## src/rtl/instruction_loader_if.sv

```systemverilog
`default_nettype none
// +----------------------------------------------------------------------+
// | instruction_loader_if: byte-stream handshake and imem write port     |
// | Rev 1.0                                                              |
// +----------------------------------------------------------------------+
interface instruction_loader_if #(
  parameter int ADDR_WIDTH = 10
) ();

  logic [7:0]            byte_in;
  logic                  byte_valid;
  logic                  byte_ready;
  logic                  mem_we;
  logic [ADDR_WIDTH-1:0] mem_addr;
  logic [31:0]           mem_data;

  // Host side: drives the byte stream and observes the memory writes
  modport master (
    output byte_in,
    output byte_valid,
    input  byte_ready,
    input  mem_we,
    input  mem_addr,
    input  mem_data
  );

  modport slave (
    input  byte_in,
    input  byte_valid,
    output byte_ready,
    output mem_we,
    output mem_addr,
    output mem_data
  );

endinterface
`default_nettype wire

```

## src/rtl/instruction_loader.sv

```systemverilog
`default_nettype none
// +----------------------------------------------------------------------+
// | instruction_loader: loads a length-prefixed byte stream into imem    |
// | Rev 1.0                                                              |
// +----------------------------------------------------------------------+
module instruction_loader #(
  parameter int ADDR_WIDTH = 10,
  parameter int DEPTH      = 56
) (
  input  logic                  clock,
  input  logic                  reset,
  input  logic                  start,
  instruction_loader_if.slave   bus,
  output logic                  cpu_hold,
  output logic                  done,
  output logic                  error,
  output logic [ADDR_WIDTH-1:0] words_loaded
);

  typedef enum logic [2:0] {
    S_IDLE   = 3'd0,
    S_CNT_HI = 3'd1,
    S_CNT_LO = 3'd2,
    S_DATA   = 3'd3,
    S_WRITE  = 3'd4,
    S_DONE   = 3'd5,
    S_ERROR  = 3'd6
  } state_t;

  localparam logic [15:0] c_DEPTH = 16'(DEPTH);

  state_t                r_state;
  state_t                w_state_nxt;
  logic [15:0]           r_count;
  logic [1:0]            r_byte_idx;
  logic [31:0]           r_shift;
  logic [ADDR_WIDTH-1:0] r_words;

  logic                  w_accept;
  logic                  w_xfer;
  logic                  w_mem_we;
  logic                  w_cpu_hold;
  logic                  w_done;
  logic                  w_error;
  logic [15:0]           w_count_full;
  logic [ADDR_WIDTH-1:0] w_words_inc;
  logic                  w_last_word;
  logic                  w_bad_count;

  // Ready decodes the state register only, so it never combinationally depends on valid
  assign w_accept     = (r_state == S_CNT_HI) || (r_state == S_CNT_LO) || (r_state == S_DATA);
  assign w_xfer       = w_accept && bus.byte_valid;
  assign w_count_full = {r_count[15:8], bus.byte_in};
  assign w_bad_count  = (w_count_full == 16'd0) || (w_count_full > c_DEPTH);
  assign w_words_inc  = r_words + 1'b1;
  assign w_last_word  = (16'(w_words_inc) == r_count);

  always_ff @(posedge clock) begin
    if (reset) begin
      r_state <= S_IDLE;
    end else begin
      r_state <= w_state_nxt;
    end
  end

  always_comb begin
    w_state_nxt = r_state;
    w_mem_we    = 1'b0;
    w_cpu_hold  = 1'b1;
    w_done      = 1'b0;
    w_error     = 1'b0;
    case (r_state)
      S_IDLE: begin
        w_cpu_hold = 1'b0;
        if (start) w_state_nxt = S_CNT_HI;
      end
      S_CNT_HI: begin
        if (w_xfer) w_state_nxt = S_CNT_LO;
      end
      S_CNT_LO: begin
        if (w_xfer) w_state_nxt = w_bad_count ? S_ERROR : S_DATA;
      end
      S_DATA: begin
        if (w_xfer && (r_byte_idx == 2'd3)) w_state_nxt = S_WRITE;
      end
      S_WRITE: begin
        w_mem_we    = 1'b1;
        w_state_nxt = w_last_word ? S_DONE : S_DATA;
      end
      S_DONE: begin
        w_cpu_hold = 1'b0;
        w_done     = 1'b1;
        if (start) w_state_nxt = S_CNT_HI;
      end
      S_ERROR: begin
        w_cpu_hold = 1'b0;
        w_error    = 1'b1;
        if (start) w_state_nxt = S_CNT_HI;
      end
      default: begin
        w_cpu_hold  = 1'b0;
        w_state_nxt = S_IDLE;
      end
    endcase
  end

  // Datapath: header latch, word assembly and write index
  always_ff @(posedge clock) begin
    if (reset) begin
      r_count    <= 16'd0;
      r_byte_idx <= 2'd0;
      r_shift    <= 32'd0;
      r_words    <= '0;
    end else begin
      case (r_state)
        S_IDLE, S_DONE, S_ERROR: begin
          if (start) r_words <= '0;
        end
        S_CNT_HI: begin
          if (w_xfer) r_count[15:8] <= bus.byte_in;
        end
        S_CNT_LO: begin
          if (w_xfer) begin
            r_count[7:0] <= bus.byte_in;
            r_byte_idx   <= 2'd0;
          end
        end
        S_DATA: begin
          if (w_xfer) begin
            r_shift    <= {r_shift[23:0], bus.byte_in};
            r_byte_idx <= r_byte_idx + 2'd1;
          end
        end
        S_WRITE: begin
          r_words <= w_words_inc;
        end
        default: begin
        end
      endcase
    end
  end

  assign bus.byte_ready = w_accept;
  assign bus.mem_we     = w_mem_we;
  assign bus.mem_addr   = r_words;
  assign bus.mem_data   = r_shift;
  assign cpu_hold       = w_cpu_hold;
  assign done           = w_done;
  assign error          = w_error;
  assign words_loaded   = r_words;

endmodule
`default_nettype wire

```

## src/flat_wrapper.sv

```systemverilog
// flat-port wrapper written by rule: the top's interface ports become plain ports
module instruction_loader_flat 
#(
  parameter int ADDR_WIDTH = 10,
  parameter int DEPTH      = 56
)
  (clock, reset, start, cpu_hold, done, error, words_loaded, bus_byte_in, bus_byte_valid, bus_byte_ready, bus_mem_we, bus_mem_addr, bus_mem_data);
  instruction_loader_if #(.ADDR_WIDTH(ADDR_WIDTH)) bus_i ();
  input  logic clock;
  input  logic reset;
  input  logic start;
  output logic cpu_hold;
  output logic done;
  output logic error;
  output logic [ADDR_WIDTH-1:0] words_loaded;
  input wire logic [$bits(bus_i.byte_in)-1:0] bus_byte_in;
  input wire logic [$bits(bus_i.byte_valid)-1:0] bus_byte_valid;
  output wire logic [$bits(bus_i.byte_ready)-1:0] bus_byte_ready;
  output wire logic [$bits(bus_i.mem_we)-1:0] bus_mem_we;
  output wire logic [$bits(bus_i.mem_addr)-1:0] bus_mem_addr;
  output wire logic [$bits(bus_i.mem_data)-1:0] bus_mem_data;
  assign bus_i.byte_in = bus_byte_in;
  assign bus_i.byte_valid = bus_byte_valid;
  assign bus_byte_ready = bus_i.byte_ready;
  assign bus_mem_we = bus_i.mem_we;
  assign bus_mem_addr = bus_i.mem_addr;
  assign bus_mem_data = bus_i.mem_data;
  instruction_loader #(.ADDR_WIDTH(ADDR_WIDTH), .DEPTH(DEPTH)) u_core (.clock(clock), .reset(reset), .start(start), .bus(bus_i), .cpu_hold(cpu_hold), .done(done), .error(error), .words_loaded(words_loaded));
endmodule
```

## config.mk

```make
export PLATFORM = sky130hd
export DESIGN_NAME = instruction_loader_flat
export DESIGN_NICKNAME = d
export VERILOG_FILES = /design/src/rtl/instruction_loader_if.sv /design/src/rtl/instruction_loader.sv /design/src/flat_wrapper.sv
export SDC_FILE = /design/constraint.sdc
export NUM_CORES = 1
export LEC_CHECK = 0
export CORE_ASPECT_RATIO = 1.4
export CORE_MARGIN = 4
export CORE_UTILIZATION = 40
export DETAILED_ROUTE_END_ITERATION = 16
export DONT_BUFFER_PORTS = 1
export PLACE_DENSITY = 0.65
export SETUP_SLACK_MARGIN = 0.02
export SLEW_MARGIN = 25
export SYNTH_ARGS = -nofsm -noshare
export SYNTH_HDL_FRONTEND = slang
export SYNTH_SLANG_ARGS = --single-unit
```

## constraint.sdc

```tcl
create_clock -name clock -period 2.3 [get_ports clock]
set_input_delay 0.46 -clock clock [delete_from_list [all_inputs] [get_ports clock]]
set_output_delay 0.46 -clock clock [all_outputs]
set_load 0.1 [all_outputs]
```

==> impl_metrics.yaml <==
sta:
  drv_slew: 0
  rsz0062_at_grt: "no"
  hold_viol_final: 0
  setup_viol: 0
  max_freq_mhz: 467
  layout_min_cycle_time_ns: 2.14
  timing.clock.skew_ns: 0.0124
  slew_headroom_pct: 61.0
  finalCritPeriodShare_pct: 93.0
  worst_pin_slew_ns: 0.586
  final.setup.tns_ns: 0
synthesis:
  synth_edf_count: 0
  synth_top_area_share_pct: 42.0
  syn-num-nets: 393
  syn_area_per_cell_sq_um: 7.93
  ys.flop_type: "dfxtp_1"
  synth_top_area_cell: "dfxtp_1"
  ys_ff_latch: 63
  async_flop_share_pct: 0
  synth_area_sq_um: 3010
  ys_top_cells_by_area: "dfxtp_1, nand2_1, a21oi_1"
  syn_inst: 379
  ys_seq_area_share_pct: 42.0
  yosys_warnings: 0
  yosys.cell_types.count: 47
power:
  p_comb_share_pct: 25.3
  vdd_drop_max_mv: 0.516
  p_leak_nw: 1.37
  p_sw_mw: 1.06
  p_int_mw: 2.05
  power.density_nw_per_um2: 863
  seq_power_share_pct: 39.4
  pwr-share-clk_pct: 35.3
  p_sw_share_pct: 34.1
floorplan:
  start_util_pct: 41.1
  core-area_sq_um: 7310
  die_h_um: 111
  fp-row-count: 37
  ioPinCount: 69
  die-area_sq_um: 8980
  die_w_um: 81.3
clock_network:
  ctsHoldBuffers: 0
  clockBufferDepth: 2
  htreeDepth: 3
  clkLatencyLatePin_ns: 0.34
  cts_root_buffer: "clkbuf_8"
  tritoncts: "done"
  cts.sinks: 63
  numCtsBuffers: 9
  cts_setup_buffers: 0
  clk_pin_slew_ns: 0.08
worst_setup_path:
  critPathRequiredTime_ns: 2.59
  path_max_fanout: 9
  ff2ff_setup_slack_ns: 0.16
  rr_startpoint: "u_core.bus.mem_addr[1]"
  crit_end: "u_core.r_state[2]"
  crit_arrival_ns: 2.43
  slowest_stage: "dfxtp_4"
  path_depth: 7
  startpoint: "u_core.bus.mem_addr[1]"
  cp-start-kind: "register"
  path_delay_family: "compound AO/OA/AOI/OAI gates"
  reg2reg_depth: 7
  max_stage_delay_ns: 0.38
  r2r-end: "u_core.r_state[2]"
  path_class: "reg -> reg"
  crit_chain: "ha_1 > and3_2 > a21oi_2 > a2111oi_4 > a31oi_1 > a2111oi_2 > a41o_1"
  path_buf_inv: 0
  cp-end-kind: "register"
global_route:
  grt_pass1_vias: 2554
  grt_max_degree: 63
  antenna_found_initial: 0
  gr-total-overflow: 0
  grt_usage_pct: 17.3
  grt_pass1_wl_um: 12400
drt:
  ant_nets: 0
  drt-pass1-iter-count: 4
  viasPerCell: 5.15
  wire_per_inst_um: 14.3
  drc_errors: 0
  vias: 2629
  first_iter_violations: 220
  wl_um: 7300
cells_and_area:
  stdcell_area_sq_um: 3600
  layout-drive-gt1-share_pct: 23.0
  nets: 422
  antenna_cells: 0
  areaGrowthSynthToFinish_pct: 19.7
  layout_common_cells: "nand2_1, a21oi_1, buf_4, dfxtp_1, nor2_1"
  layout_commonest_cell: "nand2_1"
placement:
  place_congestion: 0.802
  place_area_sq_um: 3370
  port_buffers: 0
  dp_hpwl_um: 5070
run_status:
  status: "complete, no violations"
flow_run:
  cap_violations: 0
worst_hold_path:
  hp-class: "in -> reg"
kinds of logic (layout without fill, tap and decap cells):
group,count (synthesis),in the layout,synth area share [%]
compound gates,89,89,17.3
xor+xnor,14,14,4.33
fa+ha+maj,2,2,0.833
buf+inv,41,75,7.83
flops,63,63,42.0
mux,10,10,3.33
simple gates,160,160,24.4
area by class of cell:
class                      count  area (sq um)
clock buffer                  10           138
clock inverter                 6          90.1
fill                         745          3720
inverter                       4          15.0
multi-input combinational    275          1530
sequential                    63          1280
tap                           97           121
timing repair buffer          55           425
power by group through the flow:
stage                     Sequential [mW]  Combinational, mW  Clock, mW
after floorplan                      1.25              0.647          0
after global placement               1.24              0.778          0
after detailed placement             1.25              0.786          0
after CTS                            1.22              0.788       1.12
after global routing                 1.23              0.847       1.17
final                                1.22              0.785       1.10
worst min path at each step:
stage                         endpoint  depth (start not counted)               startpoint
2_1_floorplan     u_core.r_byte_idx[1]                          2     u_core.r_byte_idx[1]
3_3_place_gp   u_core.bus.mem_data[25]                          2  u_core.bus.mem_data[17]
3_5_place_dp   u_core.bus.mem_data[25]                          2  u_core.bus.mem_data[25]
4_1_cts        u_core.bus.mem_data[25]                          1                    reset
5_1_grt        u_core.bus.mem_data[17]                          1                    reset
6_report       u_core.bus.mem_data[17]                          1                    reset
routing by layer:
layer | global-route usage [%] | vias up | part of all wire (%)
met2 | 28.0 | 62 | 51
met5 | 0 | - | 0
met1 | 20.6 | 1203 | 41
met3 | 4.98 | 21 | 5.0
met4 | 8.23 | 0 | 2.7
li1 | - | 1343 | -
stage by stage:
step | hold WS (ns) | utilization [%] | instances | setup slack, ns | power (mW)
final | 0.174 | 49.2 | 510 | 0.160 | 3.10
after CTS | 0.157 | 49.2 | 510 | 0.0592 | 3.13
after floorplan | 0.436 | - | 379 | -0.00718 | 1.90
after detailed placement | 0.441 | 46.0 | 494 | 0.0767 | 2.03
after global placement | 0.431 | 46.0 | 494 | 0.133 | 2.02
after global routing | 0.153 | 49.2 | 510 | 0.0672 | 3.24
Yosys cell counts (all sizes together), types with 5 or more instances:
library cell  number
a21oi             58
a31oi              5
buf               22
clkbuf            15
dfxtp             63
mux2i             10
nand2             90
nand3              5
nand4              8
nor2              25
o21ai             14
xnor2              8
xor2               6
timing repair:
item                                    CTS  global route
endpoints found under the setup margin    0             3
gates resized for setup                   0             2
hold endpoints to repair                  0             0
state kept, by name, summed over array words and instances, names as in the netlist:
register	cells
u_core.bus.mem_addr	10
u_core.r_count	16
u_core.bus.mem_data	32
u_core.r_byte_idx	2
u_core.r_state	3
(Power assumes the default switching activity.)
